## src/rtl/scaled_background.sv

```systemverilog
// Windowed, rationally upscaled palette-image renderer with per-frame fade-in.
// Three pix_ce-gated stages: DDA address generation, ROM capture, palette/fade colour.
module scaled_background #(
  parameter int unsigned IMG_W       = 400,
  parameter int unsigned IMG_H       = 300,
  parameter int unsigned IDX_W       = 4,
  parameter int unsigned SCALE_NUM   = 5,
  parameter int unsigned SCALE_DEN   = 8,
  parameter int unsigned WIN_X0      = 0,
  parameter int unsigned WIN_Y0      = 0,
  parameter int unsigned WIN_W       = 640,
  parameter int unsigned WIN_H       = 480,
  parameter bit          FADE_EN     = 1'b1,
  parameter int unsigned FADE_FRAMES = 4,
  parameter int unsigned AW          = $clog2(IMG_W * IMG_H)
) (
  input  logic                     Clk,
  input  logic                     Reset,
  input  logic                     pix_ce,
  input  logic                     enable,
  input  logic [9:0]               DrawX,
  input  logic [9:0]               DrawY,
  input  logic [$clog2(IMG_W)-1:0] scroll_x,
  output logic [AW-1:0]            rom_addr,
  input  logic [IDX_W-1:0]         rom_data,
  input  logic                     pal_we,
  input  logic [IDX_W-1:0]         pal_waddr,
  input  logic [23:0]              pal_wdata,
  output logic                     is_image,
  output logic [23:0]              color
);

  localparam int unsigned XW       = $clog2(IMG_W);
  localparam int unsigned YW       = $clog2(IMG_H);
  localparam int unsigned AccW     = $clog2(SCALE_DEN) + 1;
  localparam int unsigned FcW      = (FADE_FRAMES > 1) ? $clog2(FADE_FRAMES) : 1;
  localparam int unsigned PalDepth = 2 ** IDX_W;

  typedef enum logic [1:0] {StOff, StRamp, StFull} fade_state_e;

  // Stage 1 state
  logic [AccW-1:0] xacc_q, xacc_d, yacc_q, yacc_d, xsum, ysum;
  logic [XW-1:0]   src_x_q, src_x_d, scroll_l_q, scroll_l_d, scroll_in;
  logic [YW-1:0]   src_y_q, src_y_d;
  logic [9:0]      prev_y_q;
  logic [AW-1:0]   addr_d;
  logic            win_s1_q;

  // Stage 2/3 state
  logic [IDX_W-1:0] idx_q;
  logic             win_s2_q;
  logic [23:0]      pal [PalDepth];
  logic [23:0]      pal_rd, color_d;

  // Fade
  fade_state_e state_q, state_d;
  logic [4:0]  level_q, level_d, fade_level;
  logic [FcW-1:0] fcnt_q, fcnt_d;

  logic x_in, y_in, in_win, x_origin, y_origin, frame_pos, frame_start, new_line;

  // Unsigned wrap makes coordinates left of / above the window fail the range test.
  assign x_in        = ((32'(DrawX) - WIN_X0) < WIN_W);
  assign y_in        = ((32'(DrawY) - WIN_Y0) < WIN_H);
  assign in_win      = enable & x_in & y_in;
  assign x_origin    = (32'(DrawX) == WIN_X0);
  assign y_origin    = (32'(DrawY) == WIN_Y0);
  assign frame_pos   = (DrawX == 10'd0) && (DrawY == 10'd0);
  assign frame_start = pix_ce & frame_pos;
  assign new_line    = (DrawY != prev_y_q);
  assign scroll_in   = (32'(scroll_x) >= IMG_W) ? '0 : scroll_x;

  always_comb begin
    scroll_l_d = frame_pos ? scroll_in : scroll_l_q;
    xacc_d     = xacc_q;
    src_x_d    = src_x_q;
    xsum       = xacc_q + AccW'(SCALE_NUM);
    if (x_origin) begin
      xacc_d  = '0;
      src_x_d = scroll_l_d;
    end else if (in_win) begin
      if (xsum >= AccW'(SCALE_DEN)) begin
        xacc_d  = xsum - AccW'(SCALE_DEN);
        src_x_d = (src_x_q == XW'(IMG_W - 1)) ? '0 : src_x_q + 1'b1;
      end else begin
        xacc_d = xsum;
      end
    end
  end

  always_comb begin
    yacc_d  = yacc_q;
    src_y_d = src_y_q;
    ysum    = yacc_q + AccW'(SCALE_NUM);
    if (new_line) begin
      if (y_origin) begin
        yacc_d  = '0;
        src_y_d = '0;
      end else if (enable && y_in) begin
        if (ysum >= AccW'(SCALE_DEN)) begin
          yacc_d = ysum - AccW'(SCALE_DEN);
          if (src_y_q != YW'(IMG_H - 1)) src_y_d = src_y_q + 1'b1;
        end else begin
          yacc_d = ysum;
        end
      end
    end
  end

  always_comb begin
    addr_d = rom_addr;
    if (in_win) addr_d = AW'(src_y_d * IMG_W) + AW'(src_x_d);
  end

  always_ff @(posedge Clk) begin
    if (Reset) begin
      xacc_q     <= '0;
      yacc_q     <= '0;
      src_x_q    <= '0;
      src_y_q    <= '0;
      prev_y_q   <= '0;
      scroll_l_q <= '0;
      win_s1_q   <= 1'b0;
      rom_addr   <= '0;
      idx_q      <= '0;
      win_s2_q   <= 1'b0;
      is_image   <= 1'b0;
      color      <= '0;
    end else if (pix_ce) begin
      xacc_q     <= xacc_d;
      yacc_q     <= yacc_d;
      src_x_q    <= src_x_d;
      src_y_q    <= src_y_d;
      prev_y_q   <= DrawY;
      scroll_l_q <= scroll_l_d;
      win_s1_q   <= in_win;
      rom_addr   <= addr_d;
      idx_q      <= rom_data;
      win_s2_q   <= win_s1_q;
      is_image   <= win_s2_q;
      color      <= color_d;
    end
  end

  // Palette survives Reset; a same-cycle write is seen by the next lookup only.
  always_ff @(posedge Clk) begin
    if (pal_we) pal[pal_waddr] <= pal_wdata;
  end

  function automatic logic [7:0] scale_ch(input logic [7:0] c, input logic [4:0] l);
    logic [11:0] p;
    p = 12'(c) * 12'(l);
    return 8'(p >> 4);
  endfunction

  always_comb begin
    pal_rd  = pal[idx_q];
    color_d = '0;
    if (win_s2_q) begin
      color_d = {scale_ch(pal_rd[23:16], fade_level), scale_ch(pal_rd[15:8], fade_level),
                 scale_ch(pal_rd[7:0], fade_level)};
    end
  end

  always_ff @(posedge Clk) begin
    if (Reset) begin
      state_q <= StOff;
      level_q <= '0;
      fcnt_q  <= '0;
    end else begin
      state_q <= state_d;
      level_q <= level_d;
      fcnt_q  <= fcnt_d;
    end
  end

  always_comb begin
    state_d = state_q;
    level_d = level_q;
    fcnt_d  = fcnt_q;
    if (!FADE_EN) begin
      state_d = StFull;
      level_d = 5'd16;
      fcnt_d  = '0;
    end else if (!enable) begin
      state_d = StOff;
      level_d = '0;
      fcnt_d  = '0;
    end else begin
      case (state_q)
        StOff: begin
          state_d = StRamp;
          level_d = '0;
          fcnt_d  = '0;
        end
        StRamp: begin
          if (frame_start) begin
            if (fcnt_q == FcW'(FADE_FRAMES - 1)) begin
              fcnt_d  = '0;
              level_d = level_q + 5'd1;
              if (level_q == 5'd15) state_d = StFull;
            end else begin
              fcnt_d = fcnt_q + 1'b1;
            end
          end
        end
        StFull:  level_d = 5'd16;
        default: state_d = StOff;
      endcase
    end
  end

  // Dropping enable blanks brightness without waiting for the state register.
  always_comb begin
    fade_level = level_q;
    if (!FADE_EN)     fade_level = 5'd16;
    else if (!enable) fade_level = '0;
  end

endmodule

```

## config.mk

```make
export PLATFORM = sky130hd
export DESIGN_NAME = scaled_background
export DESIGN_NICKNAME = d
export VERILOG_FILES = /design/src/rtl/scaled_background.sv
export SDC_FILE = /design/constraint.sdc
export NUM_CORES = 1
export LEC_CHECK = 0
export ABC_AREA = 1
export BUFFER_PORTS_ARGS = -buffer_cell sky130_fd_sc_hd__clkbuf_2
export CORE_MARGIN = 1
export CORE_UTILIZATION = 60
export DETAILED_ROUTE_END_ITERATION = 12
export GPL_TIMING_DRIVEN = 0
export PLACE_DENSITY = 0.78
export SLEW_MARGIN = 10
export SYNTH_ARGS = -nofsm -noshare
export SYNTH_HDL_FRONTEND = slang
export SYNTH_SLANG_ARGS = --single-unit
```

## constraint.sdc

```tcl
create_clock -name Clk -period 9.95 [get_ports Clk]
set_input_delay 1.99 -clock Clk [delete_from_list [all_inputs] [get_ports Clk]]
set_output_delay 1.99 -clock Clk [all_outputs]
set_load 0.03 [all_outputs]
```

==> results.py, run 1 <==
metrics = {
    "cts": {
        "cts_setup_buffers": 0,
        "cts.repair.resized": 0,
        "clockBufferDepth": 3,
        "clock_sink_count": 490,
        "cts-root-buf": "clkbuf_16",
        "cts_tree": "built",
        "cts_buffers": 49,
        "cts_max_level": 2,
        "clkSlewWorstSetupHoldPaths_ns": 0.06,
        "clk-insertion-delay-late_ns": 0.62,
        "ctsHoldBuffers": 0,
    },
    "yosys": {
        "synth-xor-area-share": 0.0115,
        "synth-seq-cells": 490,
        "synthFlopType": "edfxtp_1",
        "async_reset_ff_frac": 0,
        "synth.cell_area_um2": 24400,
        "synthMuxAreaShare": 0.000409,
        "synth_nets": 2653,
        "yosys.area_share.simple": 0.149,
        "synth_cell_types": 57,
        "syn_area_per_cell_um2": 10.0,
        "syn-instance-count": 2435,
        "yosysWarnings": 0,
        "synth_top_family_by_area": "simple AND/OR/NAND/NOR gates",
        "synth-edff-count": 384,
        "synth-adder-area-share": 0.0941,
        "synth-compound-area-share": 0.122,
        "ys_seq_area_frac": 0.559,
    },
    "timing": {
        "setup-tns-final_ns": 0,
        "fmax_mhz": 166,
        "slew_headroom": 0.335,
        "period_minus_slack_ns": 6.02,
        "fin_crit_sh": 0.605,
        "hold_violations": 0,
        "setup_viol": 0,
        "worst_pin_slew_ns": 0.981,
        "finalClockSkew_ns": 0.0174,
        "rsz0062_at_grt": "false",
        "maxSlewViolCount": 0,
    },
    "outcome": {
        "outcome": "finished, final reports clean",
    },
    "cells_and_area": {
        "n_antenna_cell": 0,
        "area_growth_pct": 13.8,
        "layout.nets": 2825,
        "layout-drive-gt1-share": 0.112,
    },
    "floorplan": {
        "dieArea_um2": 41600,
        "die_w_um": 204,
        "coreArea_um2": 39900,
        "rows": 73,
        "start_util": 0.612,
        "ios": 108,
        "die_height_um": 204,
    },
    "critical_path": {
        "cp-start-kind": "input port",
        "criticalPathCategory": "input port to flip-flop",
        "crit_arrival_ns": 6.56,
        "end_kind": "flip-flop",
        "cp_max_fo": 10,
        "cp.required_ns": 10.49,
    },
    "routing": {
        "vias": 19000,
        "drt_iter0_markers": 2103,
        "ant_nets": 0,
        "vias_per_cell": 5.98,
        "dr.pass1.iters": 5,
        "drc": 0,
        "drt-wirelength-per-cell_um": 20.8,
        "wl_mm": 66.0,
    },
    "place": {
        "gp_congestion": 0.919,
        "hpwl_mm": 45.0,
        "io_buffers": 105,
    },
    "pwr": {
        "finalPower_mw": 4.72,
        "vdd_drop_max_mv": 0.164,
        "power_leakage_nw": 11.3,
        "p_per_area_nw_per_um2": 170,
    },
    "global_route": {
        "grt_pass1_wl_mm": 101,
        "first_global_vias": 18700,
        "grt-ovfl-total": 0,
        "antenna_found_initial": 1,
        "grtUsageTotal": 0.322,
        "grt_max_degree": 21,
    },
    "flow_run": {
        "cap_violations": 0,
    },
    "min_path": {
        "hp-class": "flip-flop to flip-flop",
    },
}
## worst max-delay path, cell delays in order
cell      delay (ns)
buf_2           0.17
nand2_1         0.19
inv_1           0.14
clkbuf_1        0.43
buf_1           0.44
nand2_1         0.16
fa_1            0.53
fa_1            0.52
fa_1            0.56
inv_1           0.05
ha_1            0.35
a21oi_1         0.21
o21ai_0         0.14
a211oi_1        0.29
nand2_1         0.09
nand2_1         0.07
nand3_1         0.08
a21oi_1         0.13
## kinds of logic after synthesis
| logic type | Yosys count |
|---|---|
| buffers and inverters | 378 |
| AOI/OAI and AO/OA | 516 |
| xor gates and xnor gates | 32 |
| and+or+nand+nor | 866 |
| adders and majority gates | 152 |
| muxes | 1 |
| DFF | 490 |
## per-stage QoR
stage	util	setup slack, ns	instances	hold WS (ns)	instance area [µm²]
after detailed placement	0.655	3.39	3081	0.448	26100
after floorplan	-	4.15	2435	0.431	24400
after global routing	0.697	3.57	3173	0.478	27800
final	0.697	3.93	3173	0.457	27800
after CTS	0.697	4.01	3173	0.458	27800
after global placement	0.642	3.45	3065	0.439	25600
## Yosys cell counts (6+ instances only)
cell	instances	share of area
nor2_1	315	0.048
inv_2	8	0.0012
fa_1	53	0.043
o221ai_1	53	0.019
o22ai_1	21	0.0054
buf_4	8	0.0025
o21bai_1	8	0.0025
a21oi_1	128	0.026
o211ai_1	30	0.0092
clkbuf_1	65	0.010
inv_1	252	0.039
buf_6	11	0.0051
nor3_1	22	0.0045
buf_2	15	0.0031
xnor2_1	15	0.0054
edfxtp_1	384	0.47
buf_1	13	0.0020
nand2_2	19	0.0049
or2_2	6	0.0015
nand3_1	131	0.027
nand2_1	344	0.053
o21ai_0	234	0.048
o21ai_1	16	0.0033
ha_1	99	0.051
xor2_1	17	0.0061
dfxtp_1	106	0.087
## area by class of cell
type	instances	area, µm²
clock buffer	60	1270
timing repair buffer	121	906
clock inverter	32	420
buffer	113	557
fill	2890	12100
tap	525	657
multi-input combinational	1567	9350
inverter	265	1000
sequential	490	13700
## metal layers
metal,vias to the layer above,part of all wire,track usage
li1,8751,-,-
met1,8949,0.39,0.412
met2,1064,0.48,0.538
met3,196,0.094,0.0480
met4,2,0.042,0.154
met5,-,0.00021,0
## path summary, 6_finish.rpt
path,start,endpoint,slack (ns),cells past startpoint
max,enable,color[23],3.93,18
min,yacc_q[3],yacc_q[3],0.46,2
max reg2reg,flip-flop,color[15],4.29,23
min reg2reg,yacc_q[3],yacc_q[3],0.46,2
## where the power goes
part           internal [mW]  switching [mW]  total, mW
clock                   1.15           0.812       1.96
sequential              2.26          0.0201       2.28
combinational          0.141           0.347      0.488
total                   3.54            1.18       4.72
## state kept, by name (all words and copies together) (netlist names), named ones only
register,flops
color,24
fcnt_q,2
idx_q,4
is_image,1
level_q,5
pal,384
prev_y_q,10
rom_addr,17
scroll_l_q,9
src_x_q,9
src_y_q,9
state_q,2
win_s1_q,1
win_s2_q,1
xacc_q,4
yacc_q,4
## placed cells by master, fill, tap and decap left out, types with 19 or more instances in the layout
| cell | netlist | routed |
|---|---|---|
| nor3_1 | 22 | 22 |
| a21oi_1 | 128 | 128 |
| clkbuf_1 | 65 | 76 |
| nand2_2 | 19 | 19 |
| clkbuf_16 | 0 | 49 |
| ha_1 | 99 | 99 |
| fa_1 | 53 | 53 |
| clkbuf_2 | 1 | 106 |
| nor2_1 | 315 | 299 |
| o21ai_0 | 234 | 234 |
| o22ai_1 | 21 | 21 |
| edfxtp_1 | 384 | 384 |
| inv_1 | 252 | 252 |
| nor2_4 | 3 | 19 |
| nand2_1 | 344 | 344 |
| dfxtp_1 | 106 | 106 |
| o221ai_1 | 53 | 53 |
| nand3_1 | 131 | 131 |
| o211ai_1 | 30 | 30 |
No activity file was read; power rests on OpenSTA's default activity.
==> inputs of run 2 (changes only) <==
--- a/config.mk
+++ b/config.mk
@@ -5,7 +5,7 @@
 export SDC_FILE = /design/constraint.sdc
 export NUM_CORES = 1
 export LEC_CHECK = 0
-export ABC_AREA = 1
+export ABC_AREA = 0
 export BUFFER_PORTS_ARGS = -buffer_cell sky130_fd_sc_hd__clkbuf_2
 export CORE_MARGIN = 1
 export CORE_UTILIZATION = 60
==> constraint.sdc (replaced) <==
create_clock -name Clk -period 5.6 [get_ports Clk]
set_input_delay 1.12 -clock Clk [delete_from_list [all_inputs] [get_ports Clk]]
set_output_delay 1.12 -clock Clk [all_outputs]
set_load 0.03 [all_outputs]
==> run 2 against run 1 <==
Net effect:
- largest cell class unchanged
- flip-flop and latch count stayed put
- non-clock buffer count is 22 lower
- critical endpoint is now color[7]
- combinational power is 4% higher
==> results.py, run 2 <==
metrics = {
    "yosys": {
        "synthMuxAreaShare": 0.128,
        "yosysWarnings": 0,
        "synth-compound-area-share": 0.0492,
        "synth_nets": 1801,
        "synth.cell_area_um2": 23200,
        "synth.top_cell.area_share": 0.496,
        "synthTopCellsByCount": "edfxtp_1 (384), nand2_1 (120), mux4_2 (118), nor2_1 (111), dfxtp_1 (106)",
        "async_reset_ff_frac": 0,
        "synth-xor-area-share": 0.0302,
        "synthFlopType": "edfxtp_1",
        "synth_area_leaders": "edfxtp_1 (50%), mux4_2 (11%), dfxtp_1 (9.1%), ha_1 (5.3%), fa_1 (4.6%)",
        "synth-seq-cells": 490,
        "ys_seq_area_frac": 0.588,
        "synth_top_family_by_area": "multiplexers",
        "synth-adder-area-share": 0.0990,
        "syn_area_per_cell_um2": 14.7,
        "synth_top_cell_by_area": "edfxtp_1",
        "yosysMostFrequentCell": "edfxtp_1",
        "syn-instance-count": 1583,
        "synth-edff-count": 384,
        "synth_cell_types": 62,
        "yosys.area_share.simple": 0.0810,
    },
    "routing": {
        "drc": 0,
        "dr.pass1.iters": 5,
        "drt-wirelength-per-cell_um": 23.8,
        "ant_nets": 0,
        "wl_mm": 55.1,
        "drt_iter0_markers": 1108,
        "vias_per_cell": 6.06,
        "vias": 14000,
    },
    "global_route": {
        "grt-ovfl-total": 0,
        "first_global_vias": 14300,
        "grtUsageTotal": 0.291,
        "grt_max_degree": 21,
        "grt_pass1_wl_mm": 82.8,
        "antenna_found_initial": 2,
    },
    "cts": {
        "cts_max_level": 2,
        "cts_buffers": 48,
        "clockBufferDepth": 3,
        "cts-root-buf": "clkbuf_16",
        "clock_sink_count": 490,
        "clkSlewWorstSetupHoldPaths_ns": 0.06,
        "ctsHoldBuffers": 0,
        "clk-insertion-delay-late_ns": 0.61,
        "cts_tree": "built",
    },
    "pwr": {
        "p_per_area_nw_per_um2": 282,
        "vdd_drop_max_mv": 0.285,
        "power_leakage_nw": 9.92,
        "finalPower_mw": 7.53,
    },
    "timing": {
        "fin_crit_sh": 0.959,
        "hold_slack_ns": 0.457,
        "setup_viol": 0,
        "slew_headroom": 0.266,
        "fmax_mhz": 186,
        "worst_pin_slew_ns": 1.09,
        "hold_violations": 0,
        "finalClockSkew_ns": 0.0298,
        "maxSlewViolCount": 0,
        "period_minus_slack_ns": 5.37,
    },
    "critical_path": {
        "crit_arrival_ns": 5.85,
        "cp_slowest_cell": "mux4_2",
        "cp_max_fo": 10,
        "criticalPathCategory": "flip-flop to flip-flop",
        "cp.required_ns": 6.08,
        "slowest_delay_ns": 0.61,
        "cp-start-kind": "flip-flop",
        "crit_family": "adder cells",
        "r2r_slack_ns": 0.23,
        "path_cells": "clkbuf_4, buf_8, clkbuf_8, clkbuf_8, mux4_2, mux4_2, nand2_1, fa_1, fa_1, fa_1, inv_1, ha_1, or3_1, a31oi_2, o21ai_0, a31oi_1, xnor2_1, a22o_1",
        "end_kind": "flip-flop",
        "crit_top_cell": "fa_1",
        "path_buf_inv": 5,
    },
    "cells_and_area": {
        "fin_cells": 2319,
        "area_growth_pct": 15.1,
        "reg_top3": "pal (384), color (24), rom_addr (17)",
        "fillers": 2520,
        "regMostFlops": "pal",
        "largest_register_ffs": 384,
        "final_common_cell": "edfxtp_1",
        "most-common-layout-cells": "edfxtp_1 (384), nand2_1 (120), mux4_2 (118)",
        "layout-drive-gt1-share": 0.223,
        "layout.nets": 1990,
    },
    "floorplan": {
        "die_w_um": 199,
        "die_height_um": 199,
        "start_util": 0.614,
        "ios": 108,
        "rows": 71,
        "dieArea_um2": 39500,
        "coreArea_um2": 37800,
    },
    "outcome": {
        "outcome": "finished, final reports clean",
    },
    "place": {
        "hpwl_mm": 36.9,
        "io_buffers": 106,
        "gp_congestion": 0.868,
        "dpl.cell_count": 2224,
    },
    "min_path": {
        "hp-class": "flip-flop to flip-flop",
    },
    "flow_run": {
        "cap_violations": 0,
    },
}
## run 2: kinds of logic (layout without fill, tap and decap cells)
kind of cell               count (synthesis)  in the layout
AOI/OAI and AO/OA                        172            172
xor gates and xnor gates                  80             80
adders and majority gates                152            152
buffers and inverters                    148            371
DFF                                      490            490
muxes                                    149            149
other                                      0              2
and+or+nand+nor                          392            392
## run 2: timing repair
item / in CTS / in global routing
resized for setup: 46 / 43
pin swaps: 1 / 3
setup endpoints to repair: 25 / 17
setup buffers: 2 / 10
## run 2: where the power goes
| group | switching [mW] | internal [mW] | total, mW |
|---|---|---|---|
| logic | 0.303 | 0.204 | 0.507 |
| clock network | 1.38 | 1.63 | 3.01 |
| registers | 0.0278 | 3.99 | 4.02 |
## run 2: routing by layer
layer / wire length (µm) / part of all wire / vias up / global-route usage
met5: 0 / 0 / - / 0
met4: 1970 / 0.036 / 0 / 0.138
met3: 3590 / 0.065 / 128 / 0.0483
met2: 28200 / 0.51 / 552 / 0.503
met1: 21400 / 0.39 / 7046 / 0.358
li1: - / - / 6322 / -
## run 2: worst paths after layout
check | start | to | depth (start not counted)
worst min-delay path | rom_addr[8] | rom_addr[8] | 2
worst max-delay path | flip-flop | color[7] | 18
worst min register to register | rom_addr[8] | rom_addr[8] | 2
worst max register to register | flip-flop | color[7] | 18
## run 2: area by class of cell
cell class              count  area, µm²  area share
multi-input cells         945       9200       0.344
flip-flops and latches    490      13700       0.511
repair buffers            142       1050      0.0392
well taps                 511        639      0.0239
diodes                      2       5.00    0.000187
clock buffers              56       1230      0.0461
clock inverters            28        213     0.00796
inverters                  75        282      0.0105
plain buffers              70        458      0.0171
## run 2: metrics by stage
stage | setup slack (ns) | utilization | setup TNS, ns | instance area, µm²
floorplan | 0.0131 | - | 0 | 23300
global placement | -0.841 | 0.646 | -22.09 | 24400
detailed placement | -0.910 | 0.660 | -15.82 | 25000
CTS | 0.00393 | 0.702 | 0 | 26500
global route | -0.0252 | 0.706 | -0.0543 | 26700
finish | 0.229 | 0.706 | 0 | 26700
## run 2: worst register-to-register path, cell delays in order, from the launching register on
cell	delay [ns]
dfxtp_1	0.30
clkbuf_4	0.19
buf_8	0.18
clkbuf_8	0.24
clkbuf_8	0.24
mux4_2	0.34
mux4_2	0.61
nand2_1	0.14
fa_1	0.44
fa_1	0.52
fa_1	0.54
inv_1	0.04
ha_1	0.21
or3_1	0.39
a31oi_2	0.20
o21ai_0	0.15
a31oi_1	0.22
xnor2_1	0.11
a22o_1	0.20
==> inputs of run 3 (changes only) <==
--- a/config.mk
+++ b/config.mk
@@ -6,7 +6,7 @@
 export NUM_CORES = 1
 export LEC_CHECK = 0
 export ABC_AREA = 0
-export BUFFER_PORTS_ARGS = -buffer_cell sky130_fd_sc_hd__clkbuf_2
+export BUFFER_PORTS_ARGS = -buffer_cell sky130_fd_sc_hd__buf_4
 export CORE_MARGIN = 1
 export CORE_UTILIZATION = 60
 export DETAILED_ROUTE_END_ITERATION = 12
==> run 3 against run 2 <==
Net effect:
- clock skew shrank 0.012 ns
- hold slack lost 0.019 ns
- via count grew 0.94%
- cell area grew 1.4%
- power grew 2.3%
- clock power grew 5%
- core utilization grew 0.97 points
- non-clock buffer count grew 1
- combinational power grew 4%
- flip-flop and latch count is the same
- largest power group unchanged
==> results.py, run 3 (synthesis results as in run 2) <==
metrics = {
    "outcome": {
        "outcome": "finished, final reports clean",
    },
    "floorplan": {
        "die_w_um": 199,
        "ios": 108,
        "start_util": 0.614,
        "coreArea_um2": 37800,
        "rows": 71,
        "dieArea_um2": 39500,
        "die_height_um": 199,
    },
    "critical_path": {
        "path_buf_inv": 4,
        "cp-start-kind": "flip-flop",
        "crit_top_cell": "fa_1",
        "cp_slowest_cell": "mux4_2",
        "r2r_end": "color[7]",
        "crit_family": "adder cells",
        "cp_max_fo": 10,
        "crit_arrival_ns": 5.87,
        "criticalPathCategory": "flip-flop to flip-flop",
        "r2r_slack_ns": 0.23,
        "cp.required_ns": 6.10,
        "end_kind": "flip-flop",
        "path_cells": "buf_12, clkbuf_8, buf_12, mux4_2, mux4_2, nand2_1, fa_1, fa_1, fa_1, inv_1, ha_1, or3_1, a31oi_2, o21ai_0, a31oi_1, xnor2_1, a22o_1",
        "reg2reg_depth": 17,
        "slowest_delay_ns": 0.59,
    },
    "routing": {
        "vias": 14200,
        "wl_met1_mm": 22.1,
        "vias_per_cell": 6.10,
        "dr.pass1.iters": 5,
        "highest_layer": "met4",
        "drt-wirelength-per-cell_um": 24.0,
        "dr_wl_met3_mm": 3.46,
        "wl_mm": 55.8,
        "drt_iter0_markers": 1286,
        "ant_nets": 0,
        "dr_wl_met2_mm": 28.5,
        "drc": 0,
    },
    "timing": {
        "hold_violations": 0,
        "hold_slack_ns": 0.438,
        "setup-tns-final_ns": 0,
        "fin_ws_ns": 0.229,
        "maxSlewViolCount": 0,
        "period_minus_slack_ns": 5.37,
        "worst_pin_slew_ns": 1.12,
        "fmax_mhz": 186,
        "finalClockSkew_ns": 0.0181,
        "setup_viol": 0,
        "fin_crit_sh": 0.959,
        "slew_headroom": 0.251,
    },
    "min_path": {
        "hold_end": "xacc_q[3]",
        "hp-start": "xacc_q[3]",
        "hp-class": "flip-flop to flip-flop",
        "whs_path_depth": 2,
    },
    "pwr": {
        "p_per_area_nw_per_um2": 284,
        "vdd_drop_max_mv": 0.342,
        "finalPower_mw": 7.71,
        "power_leakage_nw": 10.0,
    },
    "place": {
        "gp_congestion": 0.871,
        "dpl.cell_count": 2225,
        "place_ws_ns": -0.929,
        "hpwl_mm": 37.2,
        "place_area_um2": 25200,
        "io_buffers": 106,
    },
    "cells_and_area": {
        "regMostFlops": "pal",
        "fin_cells": 2324,
        "fillers": 2483,
        "area_growth_pct": 16.6,
        "most-common-layout-cells": "edfxtp_1 (384), buf_4 (129), nand2_1 (120)",
        "n_antenna_cell": 0,
        "design_area_um2": 27100,
        "layout.nets": 1991,
        "largest_register_ffs": 384,
        "post-route-util": 0.716,
        "final_common_cell": "edfxtp_1",
        "reg_top3": "pal (384), color (24), rom_addr (17)",
        "layout-drive-gt1-share": 0.226,
    },
    "cts": {
        "cts_buffers": 48,
        "cts-root-buf": "clkbuf_16",
        "ctsHoldBuffers": 0,
        "cts_tree": "built",
        "cts_max_level": 2,
        "clock_sink_count": 490,
        "clockBufferDepth": 3,
        "clkSlewWorstSetupHoldPaths_ns": 0.06,
        "clk-insertion-delay-late_ns": 0.61,
    },
    "global_route": {
        "first_global_vias": 14400,
        "grt_pass1_wl_mm": 84.5,
        "grt_max_degree": 21,
        "antenna_found_initial": 0,
        "grtUsageTotal": 0.295,
        "grt-ovfl-total": 0,
    },
    "flow_run": {
        "cap_violations": 0,
    },
}
==> run 3: changes by cell type in the layout (fill, tap and decap cells not counted), moves of 2 or more <==
cell	change
buf_4	+107
diode_2	-2
clkinvlp_2	-4
buf_12	+5
buf_8	-4
clkbuf_2	-105
clkbuf_8	+5
buf_16	-2
==> run 3: worst max path at each step <==
stage / start / to / slack, ns / depth (start not counted)
final: flip-flop / color[7] / 0.23 / 17
after global routing: DrawY[9] / rom_addr[16] / -0.005 / 22
after CTS: flip-flop / color[15] / -0.001 / 19
after detailed placement: flip-flop / color[15] / -0.93 / 20
after global placement: flip-flop / color[15] / -0.83 / 18
after floorplan: DrawY[0] / rom_addr[16] / 0.01 / 20
==> run 3: report_power, final <==
group,switching [mW],leakage (nW),total [mW],internal [mW]
Clock,1.42,0.754,3.16,1.74
Combinational,0.303,4.96,0.526,0.222
Sequential,0.0278,4.33,4.02,3.99
Total,1.76,10.0,7.71,5.95
==> run 3: layer usage <==
metal	up-vias	track usage
met4	0	0.117
met3	129	0.0454
li1	6331	-
met5	-	0
met2	559	0.509
met1	7161	0.376
==> run 3: worst register-to-register path: cells and delay by family, from the launching register on <==
family	cells	cell delay, ns
adder cells (fa/ha/maj)	4	1.74
multiplexers	2	1.11
AO/OA/AOI/OAI	4	0.83
buffers and inverters	4	0.60
AND/OR/NAND/NOR	2	0.51
flip-flops	1	0.36
XOR/XNOR	1	0.12
==> run 3: final cells by class <==
class	count	area, µm²	area share
plain buffers	69	465	0.0172
clock inverters	28	260	0.00961
inverters	75	282	0.0104
clock buffers	62	1280	0.0474
flip-flops and latches	490	13700	0.504
repair buffers	144	1320	0.0486
well taps	511	639	0.0236
multi-input cells	945	9190	0.339
==> run 3: repair_timing <==
item                                    4_1_cts  5_1_grt
resized for setup                            45       37
endpoints found under the setup margin       25       16
buffers inserted                              3       10
pin swaps                                     1        2
